===== src/rtl/ad7124_pkg.sv =====
// Shared AD7124 sample types, widths and code conversion.
// Pure definitions; no timing or flow control of its own.
package ad7124_pkg;

  localparam int AD7124_CODE_W = 24;
  localparam int CHAN_W        = 4;
  localparam int SAMPLE_W      = 32;

  typedef struct packed {
    logic              last;
    logic [CHAN_W-1:0] chan;
    logic [31:0]       data;
  } ad7124_sample_t;

  typedef enum logic {
    ST_CMD,
    ST_DATA
  } asm_state_t;

  // Bipolar codes are offset binary: flipping the MSB gives two's complement.
  function automatic logic [SAMPLE_W-1:0] code_to_sample(input logic [AD7124_CODE_W-1:0] code,
                                                          input bit bipolar);
    if (bipolar)
      return {{8{~code[23]}}, ~code[23], code[22:0]};
    return {8'h00, code};
  endfunction

endpackage


===== src/rtl/axi_ad7124_rtd_sample_assembler_if.sv =====
// SDI byte input and AXI-Stream sample output of the RTD sample assembler.
// Plain wires; the assembler holds s_sdi_ready high and follows AXIS rules on the output.
interface axi_ad7124_rtd_sample_assembler_if #(
  parameter int DATA_WIDTH = 8
);
  import ad7124_pkg::*;

  logic                  s_sdi_valid;
  logic                  s_sdi_ready;
  logic [DATA_WIDTH-1:0] s_sdi_data;
  logic                  m_axis_valid;
  logic                  m_axis_ready;
  logic [SAMPLE_W-1:0]   m_axis_data;
  logic [CHAN_W-1:0]     m_axis_user;
  logic                  m_axis_last;

  modport slave (
    input  s_sdi_valid, s_sdi_data, m_axis_ready,
    output s_sdi_ready, m_axis_valid, m_axis_data, m_axis_user, m_axis_last
  );

  modport master (
    output s_sdi_valid, s_sdi_data, m_axis_ready,
    input  s_sdi_ready, m_axis_valid, m_axis_data, m_axis_user, m_axis_last
  );

endinterface


===== src/rtl/ad7124_sample_fifo.sv =====
// Synchronous FIFO of tagged samples; a write shows on pop_vld the cycle after it lands.
// Writes are refused when full unless a pop happens in the same cycle.
module ad7124_sample_fifo
  import ad7124_pkg::*;
#(
  parameter int DEPTH = 4
) (
  input  logic           clk,
  input  logic           rst_n,
  input  logic           push,
  input  ad7124_sample_t push_dat,
  output logic           full,
  output logic           pop_vld,
  input  logic           pop_rdy,
  output ad7124_sample_t pop_dat
);

  localparam int AW = $clog2(DEPTH);

  if (DEPTH < 2 || (DEPTH & (DEPTH - 1)) != 0) begin : g_bad_depth
    $error("ad7124_sample_fifo: DEPTH must be a power of 2 and >= 2");
  end

  ad7124_sample_t mem [DEPTH];
  logic [AW:0]    wr_ptr;
  logic [AW:0]    rd_ptr;
  logic           empty;
  logic           pop;
  logic           wr_en;

  // Extra pointer bit tells full from empty when the indices match.
  assign empty   = (wr_ptr == rd_ptr);
  assign full    = (wr_ptr[AW] != rd_ptr[AW]) && (wr_ptr[AW-1:0] == rd_ptr[AW-1:0]);
  assign pop     = pop_rdy && !empty;
  assign wr_en   = push && (!full || pop);
  assign pop_vld = !empty;
  assign pop_dat = mem[rd_ptr[AW-1:0]];

  always_ff @(posedge clk or negedge rst_n) begin
    if (!rst_n) begin
      wr_ptr <= '0;
      rd_ptr <= '0;
      for (int i = 0; i < DEPTH; i++) mem[i] <= '0;
    end else begin
      if (wr_en) begin
        mem[wr_ptr[AW-1:0]] <= push_dat;
        wr_ptr              <= wr_ptr + (AW+1)'(1);
      end
      if (pop) rd_ptr <= rd_ptr + (AW+1)'(1);
    end
  end

endmodule


===== src/rtl/axi_ad7124_rtd_sample_assembler.sv =====
// Assembles AD7124 SDI reads into channel-tagged 32-bit AXIS samples, 2 cycles final byte to valid.
// Never stalls the SDI stream; a sample arriving at a full FIFO is dropped and flagged.
module axi_ad7124_rtd_sample_assembler
  import ad7124_pkg::*;
#(
  parameter int DATA_WIDTH     = 8,
  parameter int NUM_CHANNELS   = 10,
  parameter int BYTES_PER_READ = 4,
  parameter bit BIPOLAR        = 1'b1,
  parameter int FIFO_DEPTH     = 4
) (
  input  logic                                  spi_clk,
  input  logic                                  spi_resetn,
  input  logic                                  enable,
  input  logic                                  scan_start,
  axi_ad7124_rtd_sample_assembler_if.slave      bus,
  output logic                                  overflow,
  output logic [15:0]                           drop_count
);

  localparam int BC_W = $clog2(BYTES_PER_READ);

  if (DATA_WIDTH != 8) begin : g_bad_width
    $error("axi_ad7124_rtd_sample_assembler: only DATA_WIDTH=8 is supported");
  end
  if (NUM_CHANNELS < 1 || NUM_CHANNELS > 16) begin : g_bad_chan
    $error("axi_ad7124_rtd_sample_assembler: NUM_CHANNELS must be 1..16");
  end

  asm_state_t                state, state_nxt, state_cur;
  logic [BC_W-1:0]           byte_cnt, byte_nxt;
  logic [CHAN_W-1:0]         chan_cnt, chan_nxt;
  logic [AD7124_CODE_W-1:0]  code, code_nxt;
  logic                      final_byte;
  logic                      smp_vld;
  ad7124_sample_t            smp;
  ad7124_sample_t            fifo_out;
  logic                      fifo_full;
  logic                      drop;

  assign bus.s_sdi_ready = 1'b1;

  always_ff @(posedge spi_clk or negedge spi_resetn) begin
    if (!spi_resetn) begin
      state    <= ST_CMD;
      byte_cnt <= '0;
      chan_cnt <= '0;
      code     <= '0;
    end else begin
      state    <= state_nxt;
      byte_cnt <= byte_nxt;
      chan_cnt <= chan_nxt;
      code     <= code_nxt;
    end
  end

  // scan_start rewinds first, so a byte arriving with it is the command byte of channel 0.
  always_comb begin
    state_cur  = scan_start ? ST_CMD : state;
    state_nxt  = state_cur;
    byte_nxt   = scan_start ? '0 : byte_cnt;
    chan_nxt   = scan_start ? '0 : chan_cnt;
    code_nxt   = scan_start ? '0 : code;
    final_byte = 1'b0;
    if (!enable) begin
      state_nxt = ST_CMD;
      byte_nxt  = '0;
      chan_nxt  = '0;
      code_nxt  = '0;
    end else if (bus.s_sdi_valid) begin
      case (state_cur)
        ST_CMD: begin
          state_nxt = ST_DATA;
          byte_nxt  = BC_W'(1);
        end
        ST_DATA: begin
          code_nxt = {code[15:0], bus.s_sdi_data};
          if (byte_cnt == BC_W'(BYTES_PER_READ - 1)) begin
            final_byte = 1'b1;
            state_nxt  = ST_CMD;
            byte_nxt   = '0;
            chan_nxt   = (chan_cnt == CHAN_W'(NUM_CHANNELS - 1)) ? '0 : chan_cnt + CHAN_W'(1);
          end else begin
            byte_nxt = byte_cnt + BC_W'(1);
          end
        end
        default: state_nxt = ST_CMD;
      endcase
    end
  end

  always_ff @(posedge spi_clk or negedge spi_resetn) begin
    if (!spi_resetn) begin
      smp_vld <= 1'b0;
      smp     <= '0;
    end else begin
      smp_vld <= final_byte;
      if (final_byte)
        smp <= '{last: (chan_cnt == CHAN_W'(NUM_CHANNELS - 1)),
                 chan: chan_cnt,
                 data: code_to_sample(code_nxt, BIPOLAR)};
    end
  end

  assign drop = smp_vld && fifo_full && !(bus.m_axis_valid && bus.m_axis_ready);

  always_ff @(posedge spi_clk or negedge spi_resetn) begin
    if (!spi_resetn) begin
      overflow   <= 1'b0;
      drop_count <= '0;
    end else if (drop) begin
      overflow <= 1'b1;
      if (drop_count != 16'hFFFF) drop_count <= drop_count + 16'd1;
    end else if (scan_start) begin
      overflow <= 1'b0;
    end
  end

  ad7124_sample_fifo #(
    .DEPTH(FIFO_DEPTH)
  ) u_fifo (
    .clk      (spi_clk),
    .rst_n    (spi_resetn),
    .push     (smp_vld),
    .push_dat (smp),
    .full     (fifo_full),
    .pop_vld  (bus.m_axis_valid),
    .pop_rdy  (bus.m_axis_ready),
    .pop_dat  (fifo_out)
  );

  assign bus.m_axis_data = fifo_out.data;
  assign bus.m_axis_user = fifo_out.chan;
  assign bus.m_axis_last = fifo_out.last;

endmodule


===== src/flat_wrapper.sv =====
// flat-port wrapper written by rule: the top's interface ports become plain ports
module axi_ad7124_rtd_sample_assembler_flat import ad7124_pkg::*;
#(
  parameter int DATA_WIDTH     = 8,
  parameter int NUM_CHANNELS   = 10,
  parameter int BYTES_PER_READ = 4,
  parameter bit BIPOLAR        = 1'b1,
  parameter int FIFO_DEPTH     = 4
)
  (spi_clk, spi_resetn, enable, scan_start, overflow, drop_count, bus_s_sdi_valid, bus_s_sdi_data, bus_m_axis_ready, bus_s_sdi_ready, bus_m_axis_valid, bus_m_axis_data, bus_m_axis_user, bus_m_axis_last);
  axi_ad7124_rtd_sample_assembler_if #(.DATA_WIDTH(DATA_WIDTH)) bus_i ();
  input  logic spi_clk;
  input  logic spi_resetn;
  input  logic enable;
  input  logic scan_start;
  output logic overflow;
  output logic [15:0] drop_count;
  input wire logic [$bits(bus_i.s_sdi_valid)-1:0] bus_s_sdi_valid;
  input wire logic [$bits(bus_i.s_sdi_data)-1:0] bus_s_sdi_data;
  input wire logic [$bits(bus_i.m_axis_ready)-1:0] bus_m_axis_ready;
  output wire logic [$bits(bus_i.s_sdi_ready)-1:0] bus_s_sdi_ready;
  output wire logic [$bits(bus_i.m_axis_valid)-1:0] bus_m_axis_valid;
  output wire logic [$bits(bus_i.m_axis_data)-1:0] bus_m_axis_data;
  output wire logic [$bits(bus_i.m_axis_user)-1:0] bus_m_axis_user;
  output wire logic [$bits(bus_i.m_axis_last)-1:0] bus_m_axis_last;
  assign bus_i.s_sdi_valid = bus_s_sdi_valid;
  assign bus_i.s_sdi_data = bus_s_sdi_data;
  assign bus_i.m_axis_ready = bus_m_axis_ready;
  assign bus_s_sdi_ready = bus_i.s_sdi_ready;
  assign bus_m_axis_valid = bus_i.m_axis_valid;
  assign bus_m_axis_data = bus_i.m_axis_data;
  assign bus_m_axis_user = bus_i.m_axis_user;
  assign bus_m_axis_last = bus_i.m_axis_last;
  axi_ad7124_rtd_sample_assembler #(.DATA_WIDTH(DATA_WIDTH), .NUM_CHANNELS(NUM_CHANNELS), .BYTES_PER_READ(BYTES_PER_READ), .BIPOLAR(BIPOLAR), .FIFO_DEPTH(FIFO_DEPTH)) u_core (.spi_clk(spi_clk), .spi_resetn(spi_resetn), .enable(enable), .scan_start(scan_start), .bus(bus_i), .overflow(overflow), .drop_count(drop_count));
endmodule

===== config.mk =====
export PLATFORM = sky130hd
export DESIGN_NAME = axi_ad7124_rtd_sample_assembler_flat
export DESIGN_NICKNAME = d
export VERILOG_FILES = /design/src/rtl/ad7124_pkg.sv /design/src/rtl/axi_ad7124_rtd_sample_assembler_if.sv /design/src/rtl/ad7124_sample_fifo.sv /design/src/rtl/axi_ad7124_rtd_sample_assembler.sv /design/src/flat_wrapper.sv
export SDC_FILE = /design/constraint.sdc
export NUM_CORES = 1
export LEC_CHECK = 0
export CORE_MARGIN = 1.5
export CORE_UTILIZATION = 55
export CTS_BUF_LIST = sky130_fd_sc_hd__clkbuf_2
export DETAILED_ROUTE_END_ITERATION = 8
export PLACE_DENSITY = 0.77
export SLEW_MARGIN = 20
export SYNTH_ARGS = -nofsm -noshare
export SYNTH_HDL_FRONTEND = slang
export SYNTH_SLANG_ARGS = --single-unit

===== constraint.sdc =====
create_clock -name spi_clk -period 2.73 [get_ports spi_clk]
set_clock_uncertainty 0.2 [all_clocks]
set_input_delay 0.4095 -clock spi_clk [delete_from_list [all_inputs] [get_ports spi_clk]]
set_output_delay 0.4095 -clock spi_clk [all_outputs]
set_load 0.05 [all_outputs]

==> results.py <==
metrics = {
    "layout": {
        "final_cell_area_um2": 10380,
        "area_growth_pct": 21.97,
        "diodes": 0,
        "n_fill_cell": 1028,
        "regArea_um2": 4806,
        "fin_nets": 687,
        "final_layout_size_suffix_gt1_frac": 0.3929,
        "multiInputGateArea_um2": 3443,
        "fin_util": 0.6851,
    },
    "placement": {
        "portBuffers": 68,
        "dp_slack_ps": 206.8,
        "dp_hpwl_um": 10920,
        "gp_congestion": 0.7813,
        "place_area_um2": 9752,
    },
    "drt": {
        "drc": 0,
        "drt-vias-per-instance": 5.838,
        "routed_wl_um": 16930,
        "ant_nets": 0,
        "vias": 5050,
        "drt_pass1_iterations": 4,
        "drt-initial-drc-count": 290,
        "routedWlPerCell_um": 19.57,
    },
    "power_and_ir_drop": {
        "pwr-share-clk": 0.312,
        "p_leak_nw": 5.148,
        "powerDensity_nw_per_um2": 560.1,
        "comb_power_share": 0.187,
        "internal_power_mw": 4.322,
        "swShare": 0.2563,
        "ir_drop_mv": 0.3812,
        "total_power_mw": 5.811,
        "p_seq_frac": 0.501,
        "p_sw_mw": 1.489,
    },
    "die": {
        "start_util": 0.5617,
        "die-area_um2": 16220,
        "die_x_um": 127.4,
        "io_pins": 70,
        "fp.dieH_um": 127.4,
        "core-area_um2": 15150,
        "rows": 45,
    },
    "setup_path": {
        "rr_startpoint": "u_core.u_fifo.rd_ptr[0]",
        "rrSetupSlack_ps": 220,
        "worst-setup-path-type": "register to output pin",
        "arrival_ps": 2250,
        "worstPathMaxFanout": 5,
        "r2r_end": "u_core.u_fifo.mem[119]",
        "reg2reg_depth": 8,
        "cp-start-kind": "register",
        "cp.required_ps": 2120,
        "end_kind": "output pin",
    },
    "cts": {
        "ctsRootBufferMaster": "clkbuf_2",
        "h-tree-depth": 4,
        "clock_latency_ps": 750,
        "tritoncts": "yes",
        "clock-sinks": 192,
        "cts_buffers": 17,
        "clk_pin_slew_worst_paths_ps": 250,
        "cts.path.max_buffers": 2,
    },
    "logic_synthesis": {
        "ys_types": 43,
        "postSynthCellCount": 585,
        "yosysWarnings": 0,
        "avgSynthCellArea_um2": 14.54,
        "synth_top_area_share": 0.5648,
        "syn_area_um2": 8507,
        "synthesis.nets": 608,
        "synth_top_area_cell": "dfrtp_1",
        "synth.ff_latch_count": 192,
        "yosysSeqAreaShare": 0.5648,
        "synth.area.top_cells": "dfrtp_1 56%, mux2_2 16%, mux4_2 7.7%",
    },
    "flow_run": {
        "maxCapViolCount": 0,
    },
    "timing": {
        "period_share": 1.048,
        "setup_viol": 33,
        "worst_pin_slew_ps": 535.3,
        "timing.fmax_mhz": 349.5,
        "whs_ps": 94.37,
        "relSlewSlack": 0.6404,
        "fin_crit_ps": 2861,
        "setup_slack_ps": -131.3,
        "rsz0062_at_grt": "yes",
        "final_max_slew_viol_count": 0,
        "hold_violations": 0,
    },
    "outcome": {
        "status": "finished, violations left",
        "violations": "setup timing",
    },
    "global_route": {
        "first_global_vias": 5437,
        "antenna_found_initial": 0,
        "grtUsageTotal": 0.2284,
        "grt_start_max_net_pins": 69,
        "overflow": 0,
        "grt_pass1_wl_um": 28150,
    },
    "hold_path": {
        "hold_depth": 3,
        "hold_class": "input pin to register",
        "hold_end": "u_core.code[1]",
        "hp-start": "bus_s_sdi_data[1]",
    },
}
[layer usage]
layer / track usage / up-vias / part of all wire
li1: - / 2255 / -
met1: 0.2947 / 2667 / 0.43
met2: 0.3943 / 110 / 0.52
met3: 0.05444 / 18 / 0.036
met4: 0.05348 / 0 / 0.013
met5: 0 / - / 0
[cell type report]
type,instances,share of cell area
Clock inverter,15,0.02544
Multi-Input combinational cell,338,0.3318
Timing Repair Buffer,104,0.1447
Inverter,11,0.003979
Clock buffer,17,0.008200
Sequential cell,192,0.4632
Tap cell,188,0.02267
[how the worst max path moves through the flow]
stage	startpoint	to	slack [ps]
final	u_core.u_fifo.rd_ptr[0]	bus_m_axis_data[10]	-130
after global routing	u_core.u_fifo.rd_ptr[0]	bus_m_axis_data[19]	-280
after CTS	u_core.u_fifo.rd_ptr[0]	bus_m_axis_last	-200
after detailed placement	bus_m_axis_ready	u_core.drop_count[1]	210
after global placement	bus_m_axis_ready	u_core.drop_count[1]	310
after floorplan	u_core.u_fifo.rd_ptr[0]	bus_m_axis_data[24]	370
[worst max-delay path, stage by stage, from the launching register on]
cell,delay (ps)
dfrtp_2,430
buf_8,130
buf_12,120
buf_12,120
mux4_2,540
buf_12,170
[logic make-up after synthesis]
family | count (synthesis) | share of synthesized area
fa+ha+maj | 9 | 0.01324
mux | 173 | 0.2674
simple gates | 97 | 0.07222
buf+inv | 55 | 0.03412
flops | 192 | 0.5648
other cells | 1 | 0.0004408
compound gates | 35 | 0.02412
xor+xnor | 23 | 0.02368
[metrics by stage]
step / TNS [ps] / std cells
after floorplan: 0 / 585
after global placement: 0 / 818
after detailed placement: 0 / 818
after CTS: -5335 / 865
after global routing: -8141 / 865
final: -2611 / 865
[state kept, by name (all words and copies together) (netlist names)]
signal and cells:
u_core.byte_cnt 2, u_core.state 1, u_core.u_fifo.wr_ptr 3, u_core.u_fifo.mem 116
u_core.smp 29, u_core.overflow 1, u_core.drop_count 16, u_core.code 16
u_core.chan_cnt 4, u_core.smp_vld 1, u_core.u_fifo.rd_ptr 3
[layout by cell type (no fill, tap or decap), types with 8 or more instances in the layout]
master and instances:
a21oi_1 16, buf_12 46, buf_4 20, clkbuf_2 17
clkdlybuf4s50_1 13, dfrtp_1 191, dlymetal6s2s_1 9, ha_1 9
inv_1 11, mux2_1 23, mux2_2 121, mux4_2 29
nand2_1 18, nand3_1 9, nor2b_1 20, nor3b_1 17
o21ai_0 11, xnor2_1 8, xor2_1 13
[Yosys cell counts]
master       n
nor3_1       5
and3b_1      1
clkbuf_2     1
buf_6        3
o211a_1      1
a22oi_1      1
nor2b_1     20
nand2_1     19
nand4_2      1
dfrtp_1    192
buf_1        1
nand4_1      3
nor4_4       1
nor3b_1     17
o211ai_1     1
clkbuf_1    15
nor2_1       3
conb_1       1
buf_4       12
mux4_2      29
and2_1       3
xor2_1      13
or4b_1       1
xnor2_1     10
a21oi_1     16
buf_2       12
mux2_2     121
a31oi_1      2
and3_1       1
a41oi_2      1
o21ai_0     11
o2111ai_1    1
or2_2        1
and4_1       1
nor4_1       5
nand3b_1     1
ha_1         9
o21a_1       1
mux2_1      23
inv_1       11
nor4b_1      1
nand3_1      9
nor4_2       4
[power groups by stage]
stage	combinational, mW	clock [mW]	sequential [mW]
2_1_floorplan	0.491	0	2.95
3_5_place_dp	0.737	0	2.98
4_1_cts	1.15	1.85	2.91
5_1_grt	1.16	1.98	2.92
3_3_place_gp	0.730	0	2.98
6_report	1.08	1.81	2.91
[what timing repair did]
action / CTS / global route
gates cloned: 2 / 0
setup buffers: 10 / 2
pin swaps: 2 / 1
resized for setup: 27 / 9
hold buffers: 3 / 0
setup endpoints to repair: 42 / 47
hold endpoints to repair: 192 / 0
Power figures use the tool's default switching activity.
